$ cat src/rtl/mdu_pkg.sv
// Shared definitions for the multiply/divide unit: op encodings, FSM states and latency.
package mdu_pkg;

  localparam int MDU_BIT = 32;
  localparam int MDU_LAT = MDU_BIT + 1;

  localparam logic [2:0] OP_MULT  = 3'd0;
  localparam logic [2:0] OP_MULTU = 3'd1;
  localparam logic [2:0] OP_DIV   = 3'd2;
  localparam logic [2:0] OP_DIVU  = 3'd3;
  localparam logic [2:0] OP_MTHI  = 3'd4;
  localparam logic [2:0] OP_MTLO  = 3'd5;

  typedef enum logic [1:0] {
    IDLE = 2'd0,
    RUN  = 2'd1,
    FIX  = 2'd2
  } mdu_state_e;

  // True for the multi-cycle arithmetic ops (MULT, MULTU, DIV, DIVU).
  function automatic logic is_arith_op(input logic [2:0] op);
    return (op <= OP_DIVU);
  endfunction

endpackage

$ cat src/rtl/mdu_iter_step.sv
// One radix-2 iteration: shift-add for multiply, restoring trial-subtract for divide.
module mdu_iter_step
  import mdu_pkg::*;
#(
  parameter int BIT = MDU_BIT
) (
  input  logic [BIT-1:0] hi_in,
  input  logic [BIT-1:0] lo_in,
  input  logic [BIT-1:0] opnd,
  input  logic           is_div,
  output logic [BIT-1:0] hi_out,
  output logic [BIT-1:0] lo_out,
  output logic           q_bit
);

  logic [BIT:0] sum_s;
  logic [BIT:0] shifted_s;
  logic         ge_s;

  // Multiply keeps {hi,lo} as accumulator:multiplier; divide keeps remainder:dividend.
  always_comb begin
    sum_s     = {1'b0, hi_in} + {1'b0, (lo_in[0] ? opnd : {BIT{1'b0}})};
    shifted_s = {hi_in, lo_in[BIT-1]};
    ge_s      = (shifted_s >= {1'b0, opnd});
    if (is_div) begin
      q_bit  = ge_s;
      hi_out = ge_s ? BIT'(shifted_s - {1'b0, opnd}) : shifted_s[BIT-1:0];
      lo_out = {lo_in[BIT-2:0], 1'b0};
    end else begin
      q_bit  = 1'b0;
      hi_out = sum_s[BIT:1];
      lo_out = {sum_s[0], lo_in[BIT-1:1]};
    end
  end

endmodule

$ cat src/rtl/mult_div_unit.sv
// MIPS HI/LO multiply/divide unit, one bit per cycle on unsigned magnitudes.
// Define MDU_FAST_MULT_EN for a single-cycle combinational multiply path.
module mult_div_unit
  import mdu_pkg::*;
#(
  parameter int BIT = MDU_BIT
) (
  input  logic           i_clk,
  input  logic           i_rst_n,
  input  logic           i_start,
  input  logic [2:0]     i_op,
  input  logic [BIT-1:0] i_a,
  input  logic [BIT-1:0] i_b,
  input  logic           i_cancel,
  output logic [BIT-1:0] o_hi,
  output logic [BIT-1:0] o_lo,
  output logic           o_busy,
  output logic           o_done
);

  localparam int CW = $clog2(BIT);

  mdu_state_e       state_r;
  logic [CW-1:0]    cnt_r;
  logic [BIT-1:0]   acc_hi_r;
  logic [BIT-1:0]   acc_lo_r;
  logic [BIT-1:0]   opnd_r;
  logic [BIT-1:0]   a_raw_r;
  logic [BIT-1:0]   hi_r;
  logic [BIT-1:0]   lo_r;
  logic             is_div_r;
  logic             neg_q_r;
  logic             neg_r_r;
  logic             div_zero_r;
  logic             busy_r;
  logic             done_r;

  logic             is_mul_s;
  logic             is_signed_s;
  logic             sign_a_s;
  logic             sign_b_s;
  logic [BIT-1:0]   mag_a_s;
  logic [BIT-1:0]   mag_b_s;
  logic [BIT-1:0]   step_hi_s;
  logic [BIT-1:0]   step_lo_s;
  logic             step_q_s;
  logic [2*BIT-1:0] mul_res_s;
  logic [BIT-1:0]   quo_s;
  logic [BIT-1:0]   rem_s;
  logic [BIT-1:0]   fix_hi_s;
  logic [BIT-1:0]   fix_lo_s;

  // Decode request and convert signed operands to magnitudes.
  always_comb begin
    is_mul_s    = (i_op == OP_MULT) || (i_op == OP_MULTU);
    is_signed_s = (i_op == OP_MULT) || (i_op == OP_DIV);
    sign_a_s    = is_signed_s & i_a[BIT-1];
    sign_b_s    = is_signed_s & i_b[BIT-1];
    mag_a_s     = sign_a_s ? (~i_a + BIT'(1)) : i_a;
    mag_b_s     = sign_b_s ? (~i_b + BIT'(1)) : i_b;
  end

`ifdef MDU_FAST_MULT_EN
  logic [2*BIT-1:0] fast_prod_s;

  // Full-width unsigned product of the magnitudes in one cycle.
  always_comb begin
    fast_prod_s = (2*BIT)'(mag_a_s) * (2*BIT)'(mag_b_s);
  end
`endif

  mdu_iter_step #(
    .BIT(BIT)
  ) u_step (
    .hi_in (acc_hi_r),
    .lo_in (acc_lo_r),
    .opnd  (opnd_r),
    .is_div(is_div_r),
    .hi_out(step_hi_s),
    .lo_out(step_lo_s),
    .q_bit (step_q_s)
  );

  // Sign correction and divide-by-zero override for the FIX write.
  always_comb begin
    mul_res_s = neg_q_r ? (~{acc_hi_r, acc_lo_r} + (2*BIT)'(1)) : {acc_hi_r, acc_lo_r};
    quo_s     = neg_q_r ? (~acc_lo_r + BIT'(1)) : acc_lo_r;
    rem_s     = neg_r_r ? (~acc_hi_r + BIT'(1)) : acc_hi_r;
    if (!is_div_r) begin
      fix_hi_s = mul_res_s[2*BIT-1:BIT];
      fix_lo_s = mul_res_s[BIT-1:0];
    end else if (div_zero_r) begin
      fix_hi_s = a_raw_r;
      fix_lo_s = {BIT{1'b1}};
    end else begin
      fix_hi_s = rem_s;
      fix_lo_s = quo_s;
    end
  end

  // Control FSM, iteration datapath and HI/LO architectural registers.
  always_ff @(posedge i_clk or negedge i_rst_n) begin
    if (!i_rst_n) begin
      state_r    <= IDLE;
      cnt_r      <= {CW{1'b0}};
      acc_hi_r   <= {BIT{1'b0}};
      acc_lo_r   <= {BIT{1'b0}};
      opnd_r     <= {BIT{1'b0}};
      a_raw_r    <= {BIT{1'b0}};
      hi_r       <= {BIT{1'b0}};
      lo_r       <= {BIT{1'b0}};
      is_div_r   <= 1'b0;
      neg_q_r    <= 1'b0;
      neg_r_r    <= 1'b0;
      div_zero_r <= 1'b0;
      busy_r     <= 1'b0;
      done_r     <= 1'b0;
    end else begin
      done_r <= 1'b0;
      case (state_r)
        IDLE: begin
          if (i_start && !i_cancel) begin
            if (is_arith_op(i_op)) begin
              busy_r     <= 1'b1;
              cnt_r      <= CW'(BIT - 1);
              is_div_r   <= !is_mul_s;
              neg_q_r    <= sign_a_s ^ sign_b_s;
              neg_r_r    <= sign_a_s;
              div_zero_r <= !is_mul_s && (i_b == {BIT{1'b0}});
              a_raw_r    <= i_a;
              opnd_r     <= is_mul_s ? mag_a_s : mag_b_s;
`ifdef MDU_FAST_MULT_EN
              if (is_mul_s) begin
                {acc_hi_r, acc_lo_r} <= fast_prod_s;
                state_r              <= FIX;
              end else begin
                acc_hi_r <= {BIT{1'b0}};
                acc_lo_r <= mag_a_s;
                state_r  <= RUN;
              end
`else
              acc_hi_r <= {BIT{1'b0}};
              acc_lo_r <= is_mul_s ? mag_b_s : mag_a_s;
              state_r  <= RUN;
`endif
            end else if (i_op == OP_MTHI) begin
              hi_r <= i_a;
            end else if (i_op == OP_MTLO) begin
              lo_r <= i_a;
            end
          end
        end
        RUN: begin
          if (i_cancel) begin
            state_r <= IDLE;
            busy_r  <= 1'b0;
          end else begin
            acc_hi_r <= step_hi_s;
            acc_lo_r <= step_lo_s | {{(BIT-1){1'b0}}, step_q_s};
            cnt_r    <= cnt_r - CW'(1);
            if (cnt_r == {CW{1'b0}}) begin
              state_r <= FIX;
            end
          end
        end
        FIX: begin
          state_r <= IDLE;
          busy_r  <= 1'b0;
          if (!i_cancel) begin
            hi_r   <= fix_hi_s;
            lo_r   <= fix_lo_s;
            done_r <= 1'b1;
          end
        end
        default: begin
          state_r <= IDLE;
          busy_r  <= 1'b0;
        end
      endcase
    end
  end

  assign o_hi   = hi_r;
  assign o_lo   = lo_r;
  assign o_busy = busy_r;
  assign o_done = done_r;

endmodule

$ cat config.mk
export PLATFORM = sky130hd
export DESIGN_NAME = mult_div_unit
export DESIGN_NICKNAME = d
export VERILOG_FILES = /design/src/rtl/mdu_pkg.sv /design/src/rtl/mdu_iter_step.sv /design/src/rtl/mult_div_unit.sv
export SDC_FILE = /design/constraint.sdc
export NUM_CORES = 1
export LEC_CHECK = 0
export ABC_AREA = 1
export CAP_MARGIN = 20
export CORE_UTILIZATION = 37
export DETAILED_ROUTE_END_ITERATION = 8
export PLACE_DENSITY = 0.63
export SLEW_MARGIN = 40
export SYNTH_ARGS = -nofsm -noshare
export SYNTH_HDL_FRONTEND = slang
export SYNTH_SLANG_ARGS = --single-unit
$ cat constraint.sdc
create_clock -name i_clk -period 3 [get_ports i_clk]
set_input_delay 0.9 -clock i_clk [delete_from_list [all_inputs] [get_ports i_clk]]
set_output_delay 0.9 -clock i_clk [all_outputs]
set_load 0.01 [all_outputs]
# ---- After elaboration in Yosys (flattened, before gate mapping)
# Index checks and enable logic that the tools add are counted.
dict set report classes {
  n_bitwise 9
  n_eq_ne 16
  muxes 50
  n_reduce_logical 18
  add_sub_neg 8
  magnitude_cmp 2
}
# operator count
set ops {}
lappend ops {{$mux 32} 29}
lappend ops {{$pmux 32 s2} 4}
lappend ops {{$add 32x1->32 const B} 4}
lappend ops {{$not 32->32} 4}
lappend ops {{$add 64x1->64 const B} 1}
lappend ops {{$mux 64} 1}
lappend ops {{$not 64->64} 1}
lappend ops {{$add 32x32->33} 1}
lappend ops {{$ge 33x32->1} 1}
lappend ops {{$logic_not 32->1} 1}
lappend ops {{$or 32x1->32} 1}
lappend ops {{$sub 32x32->32} 1}
lappend ops {{$ne 2x2->1 const B} 9}
lappend ops {{$mux 5} 3}
lappend ops {{$pmux 5 s2} 1}
lappend ops {{$reduce_and 3->1} 3}
lappend ops {{$mux 2} 4}
lappend ops {{$eq 3x3->1 const B} 2}
lappend ops {{$mux 1} 6}
lappend ops {{$reduce_and 6->1} 1}
lappend ops {{$logic_not 5->1} 1}
lappend ops {{$reduce_and 5->1} 1}
lappend ops {{$sub 5x1->5 const B} 1}
lappend ops {{$pmux 2 s2} 1}
lappend ops {{other kinds (16)} 21}
dict set report word_totals {
  elab_cells 117
  reg_bits 205
  output_inout_bits 66
  in_bits 71
}

# ---- Longest topological paths before layout
dict set report depth {
  depth_word 8
  ltp_mapped 22
  mapped_depth_nobuf 20
}

# ---- Modules after synthesis
# A second synthesis with hierarchy kept.
dict set report hier_totals {
  cells_unflattened 3555
  hier_area_um2 21100.2
}
# module cells_per_inst instances area_each_um2 seq_area_each_um2
set by_module_without_submodules {}
lappend by_module_without_submodules {mult_div_unit 2285 1 14914.3 5129.9}
lappend by_module_without_submodules {mdu_iter_step 1270 1 6185.9 0.0}

# ---- Worst setup path before layout
# No wires, ideal clock.
dict set report synth_path {
  path_type {register -> register}
  from {register acc_lo_r[0]}
  to {register acc_hi_r[17]}
  slack_ps 484
  t_arrival_ps 2400
  period_less_slack_ps 2516
  path_stages_with_launch 22
  path_buffers 2
  setup_time_ps 117
  required_ps 2883
  path_cell_list {dfrtp_1 -> buf_2 -> clkbuf_1 -> nand2_1 -> inv_1 -> ha_1 -> inv_1 -> fa_1 -> inv_1 -> nand3_1 -> nand2_1 -> nand2_1 -> nand2_1 -> nand2_1 -> nand2_1 -> nand2_1 -> nand2_1 -> nor2_1 -> o21ai_0 -> inv_1 -> nand2_1 -> nand2_1}
}
dict set report synth_between {
  elab_chain_cells 5
}
# item line_no
set synth_lines {}
lappend synth_lines {{start, declared} mult_div_unit.sv:26} ;# logic [BIT-1:0] acc_lo_r;
lappend synth_lines {{start signal, assigned} mult_div_unit.sv:107} ;# acc_lo_r <= {BIT{1'b0}};
lappend synth_lines {{start signal, assigned} mult_div_unit.sv:143} ;# acc_lo_r <= is_mul_s ? mag_b_s : mag_a_s;
lappend synth_lines {{start signal, assigned} mult_div_unit.sv:159} ;# acc_lo_r <= step_lo_s | {{(BIT-1){1'b0}}, step_q_s};
lappend synth_lines {{$mux 32} mdu_iter_step.sv:22} ;# sum_s = {1'b0, hi_in} + {1'b0, (lo_in[0] ? opnd : {BIT{1'b0}})};
lappend synth_lines {{$add 32x32->33} mdu_iter_step.sv:22}
lappend synth_lines {{$mux 32} mdu_iter_step.sv:25} ;# if (is_div) begin
lappend synth_lines {{$mux 32} mult_div_unit.sv:154} ;# if (i_cancel) begin
lappend synth_lines {{$pmux 32 s2} mult_div_unit.sv:120} ;# case (state_r)
lappend synth_lines {{end signal, assigned} mult_div_unit.sv:106} ;# acc_hi_r <= {BIT{1'b0}};
lappend synth_lines {{end signal, assigned} mult_div_unit.sv:142} ;# acc_hi_r <= {BIT{1'b0}};
lappend synth_lines {{end signal, assigned} mult_div_unit.sv:158} ;# acc_hi_r <= step_hi_s;
lappend synth_lines {{end, declared} mult_div_unit.sv:25} ;# logic [BIT-1:0] acc_hi_r;
# No other way between the ends. The select of a mux whose other input is x is not followed.
# A chain may end at the register's enable or synchronous reset.

# ---- Worst setup path in the final report
dict set report layout_path {
  from {register opnd_r[27]}
  to {register acc_hi_r[23]}
}
dict set report layout_between {
  elab_chain_cells 5
}
# item line_no
set layout_lines {}
lappend layout_lines {{start, declared} mult_div_unit.sv:27} ;# logic [BIT-1:0] opnd_r;
lappend layout_lines {{start signal, assigned} mult_div_unit.sv:108} ;# opnd_r <= {BIT{1'b0}};
lappend layout_lines {{start signal, assigned} mult_div_unit.sv:131} ;# opnd_r <= is_mul_s ? mag_a_s : mag_b_s;
lappend layout_lines {{$ge 33x32->1} mdu_iter_step.sv:24} ;# ge_s = (shifted_s >= {1'b0, opnd});
lappend layout_lines {{$mux 32} mdu_iter_step.sv:27} ;# hi_out = ge_s ? BIT'(shifted_s - {1'b0, opnd}) : shifted_s[BIT-1:0];
lappend layout_lines {{$mux 32} mdu_iter_step.sv:25}
lappend layout_lines {{$mux 32} mult_div_unit.sv:154}
lappend layout_lines {{$pmux 32 s2} mult_div_unit.sv:120}
# No other way between the ends. The select of a mux whose other input is x is not followed.

==> results by group <==
Status
  – Run status: complete, no violations

Cells and area
  – # fillers: 5846
  – Layout area overhead: 23.9%
  – Commonest non-fill, non-tap cell in the layout: nand2_1
  – Most frequent cells in the layout: 1049 x nand2_1, 502 x nor2_1, 420 x inv_1
  – Storage cell area: just over 5000 um^2
  – Footprint of the multi-input gates: 13200 um^2
  – Layout cells sized above 1: 10.2%
  – NumNets Final: 3939

Yosys
  – Post-synthesis register bit count: 205
  – Synth Area in Adders: 4.48%
  – Simple-Gate Fraction of Synth Area: 40.1%
  – Register area share after synthesis: 25.1%
  – Syn Inst Count: 3493
  – Distinct cells, synth: 52
  – Asr flop ratio synth: 100%
  – Net Count, Synth: 3636
  – Synth Area in XOR/XNOR: 2.91%
  – Dominant synthesized flop cell: dfrtp_1
  – Avg Inst Size Synth: 5.86 um^2
  – Post-synthesis mux area share: 0%
  – Synthesized area: 20500 um^2
  – Largest family of logic cells by synthesized area: simple AND/OR/NAND/NOR gates
  – YS warnings: 0
  – Compound-Gate Fraction of Synth Area: 16.7%
  – EDFF count, synth: 0

Global route
  – GRT Total Usage: between 30% and 40%
  – Total gr overflow: 0
  – Initial antenna violation count: 3
  – Largest net degree at the start of global routing: just over 90
  – First-pass GRT wire length: 155000 um
  – Vias in the first global route: 23500

Timing
  – Crit path time final: just under 3 ns
  – FMAX: roughly 340 MHz
  – Final worst slack: 0.101 ns
  – Fin crit share: 96.6%
  – Max_slew headroom: 51.2%
  – # setup viols final: 0
  – RSZ-0062 raised after global routing: no
  – Worst Tran Pin Value: between 0.7 and 0.8 ns
  – Pins Over Slew Limit: 0
  – Setup tns final: 0 ns
  – Hold violation count in the final report: 0
  – Setup Skew: 0.0386 ns

Worst setup path
  – CP max-delay cell: ha_2
  – Delay-heaviest family, CP: simple AND/OR/NAND/NOR gates
  – Cells along the critical path: inv_1 > ha_2 > nand2_1 > nor2_2 > nand3b_1 > nor2_1 > nand2_1 > nand2_2 > nor2_8 > nand2_8 > buf_12 > nand4_1 > nand4_1 > nand2_1
  – Max incr delay on CP: 0.45 ns
  – Worst endpoint required time: approximately 3.5 ns
  – Critical Path Sink Type: flip-flop
  – Worst setup SP type: flip-flop
  – Worst Path Buf+Inv: 2
  – Critical path class: reg -> reg
  – Crit Path Max Fanout: 11
  – WP data arrival: 3.35 ns
  – FF-to-FF setup slack: 0.10 ns
  – CP most frequent cell: nand2_1

Clock tree
  – Post-cts sizing count: 0
  – Worst-path clk slew: 0.06 ns
  – CTS buffer count: 27
  – Hold_buf cts: 0
  – Post-CTS setup buffers: 0
  – Sink Count: 205
  – CTS tree: done
  – H-tree depth reported by CTS: 1
  – Latest clock arrival within the worst-skew pair: 0.60 ns
  – Clock root buffer master: clkbuf_16
  – Max clock buf depth: 3

Die
  – DIE AREA: roughly 56000 um^2
  – Cell Rows: 85
  – Core Footprint: 54200 um^2
  – Starting Density: 37.7%
  – Num ports: 137
  – Die height: 237 um
  – Die W: 237 um

Route
  – Vias: 25400
  – Via density: between 5 and 6
  – Drt total wl: 107000 um
  – Post-route DRC: 0
  – Initial DRC count: about 3300
  – Pre-antenna DRT Iters: 6
  – Post-route ant nets: 0
  – Drt wl/cell: between 20 and 25 um

Power and ir drop
  – Leakage: 12.6 nW
  – Max VDD drop: around 0.8 mV
  – PwrDens: 1190 nW/um^2

Placement
  – Port-buffer cells: roughly 140
  – Pre-CTS setup slack: -0.266 ns
  – Detail Placement HPWL: between 80000 and 90000 um
  – Gpl congestion: 1.13

Worst hold path
  – Type of the most critical hold path: in -> async

Job
  – Max Cap Viol: 0
[per-stage QoR]
step | area (um^2) | power (mW) | hold slack (ns) | instances | util [%]
finish | 25300 | 30.1 | 0.297 | 4518 | 46.7
CTS | 25300 | 29.5 | 0.347 | 4513 | 46.7
floorplan | 20500 | 17.3 | 0.448 | 3493 | -
detailed placement | 24400 | 25.9 | 0.469 | 4463 | 44.9
global placement | 24400 | 25.9 | 0.465 | 4463 | 44.9
global route | 25300 | 32.1 | 0.355 | 4513 | 46.7
[cell usage after synthesis, types with 31 or more instances]
library cell | instances | area share [%]
o211ai_1 | 31 | 1.1
nand2_1 | 1050 | 19
dfrtp_1 | 205 | 25
nand4_1 | 60 | 1.8
a21oi_1 | 254 | 6.2
buf_2 | 41 | 1.0
inv_1 | 421 | 7.7
ha_1 | 70 | 4.3
nand3_1 | 270 | 6.6
o21ai_0 | 223 | 5.5
nor2_1 | 505 | 9.3
clkbuf_1 | 69 | 1.3
xor2_1 | 58 | 2.5
[area by class of cell]
type / instances / area share [%]
Tap cell: 696 / 3.44
Clock buffer: 36 / 3.04
Clock inverter: 14 / 0.736
Inverter: 439 / 6.52
Timing Repair Buffer: 399 / 14.1
Antenna cell: 5 / 0.0494
Sequential cell: 205 / 20.3
Multi-Input combinational cell: 2724 / 51.9
[report_power, final]
group          switching, mW  leakage, nW  internal (mW)
Sequential              1.32         2.39           4.06
Combinational           14.1         9.74           6.98
Clock                   1.46        0.475           2.15
Total                   16.9         12.6           13.2
[cell families (layout without fill, tap and decap cells)]
kind of cell / count (synthesis) / in the layout
compound gates: 616 / 616
xor+xnor: 68 / 68
fa+ha+maj: 72 / 72
buf+inv: 564 / 888
flops: 205 / 205
other cells: 0 / 5
simple gates: 1968 / 1968
[path summary, 6_finish.rpt]
kind,start,endpoint,depth (start not counted)
hold reg to reg,cnt_r[4],cnt_r[4],2
max in group asynchronous,i_rst_n,o_lo[24],2
min in group i_clk,cnt_r[4],cnt_r[4],2
setup reg to reg,opnd_r[27],acc_hi_r[23],14
setup / recovery,opnd_r[27],acc_hi_r[23],14
hold / removal,i_rst_n,o_hi[28],2
[routing by layer]
layer  GRT usage, %  vias up  part of all wire (%)
met5              0        -                 0.037
met2           56.3     1403                    43
met3           7.41      253                    11
met4           16.1        6                   4.8
met1           51.8    11800                    42
li1               -    11900                     -
[flip-flops by register name, indices dropped and copies added, names as in the netlist, 2 cells and up]
signal,cells
acc_lo_r,32
o_lo,32
opnd_r,32
o_hi,32
a_raw_r,32
cnt_r,5
state_r,2
acc_hi_r,32
Note: power is estimated with default switching activity, not from simulation.
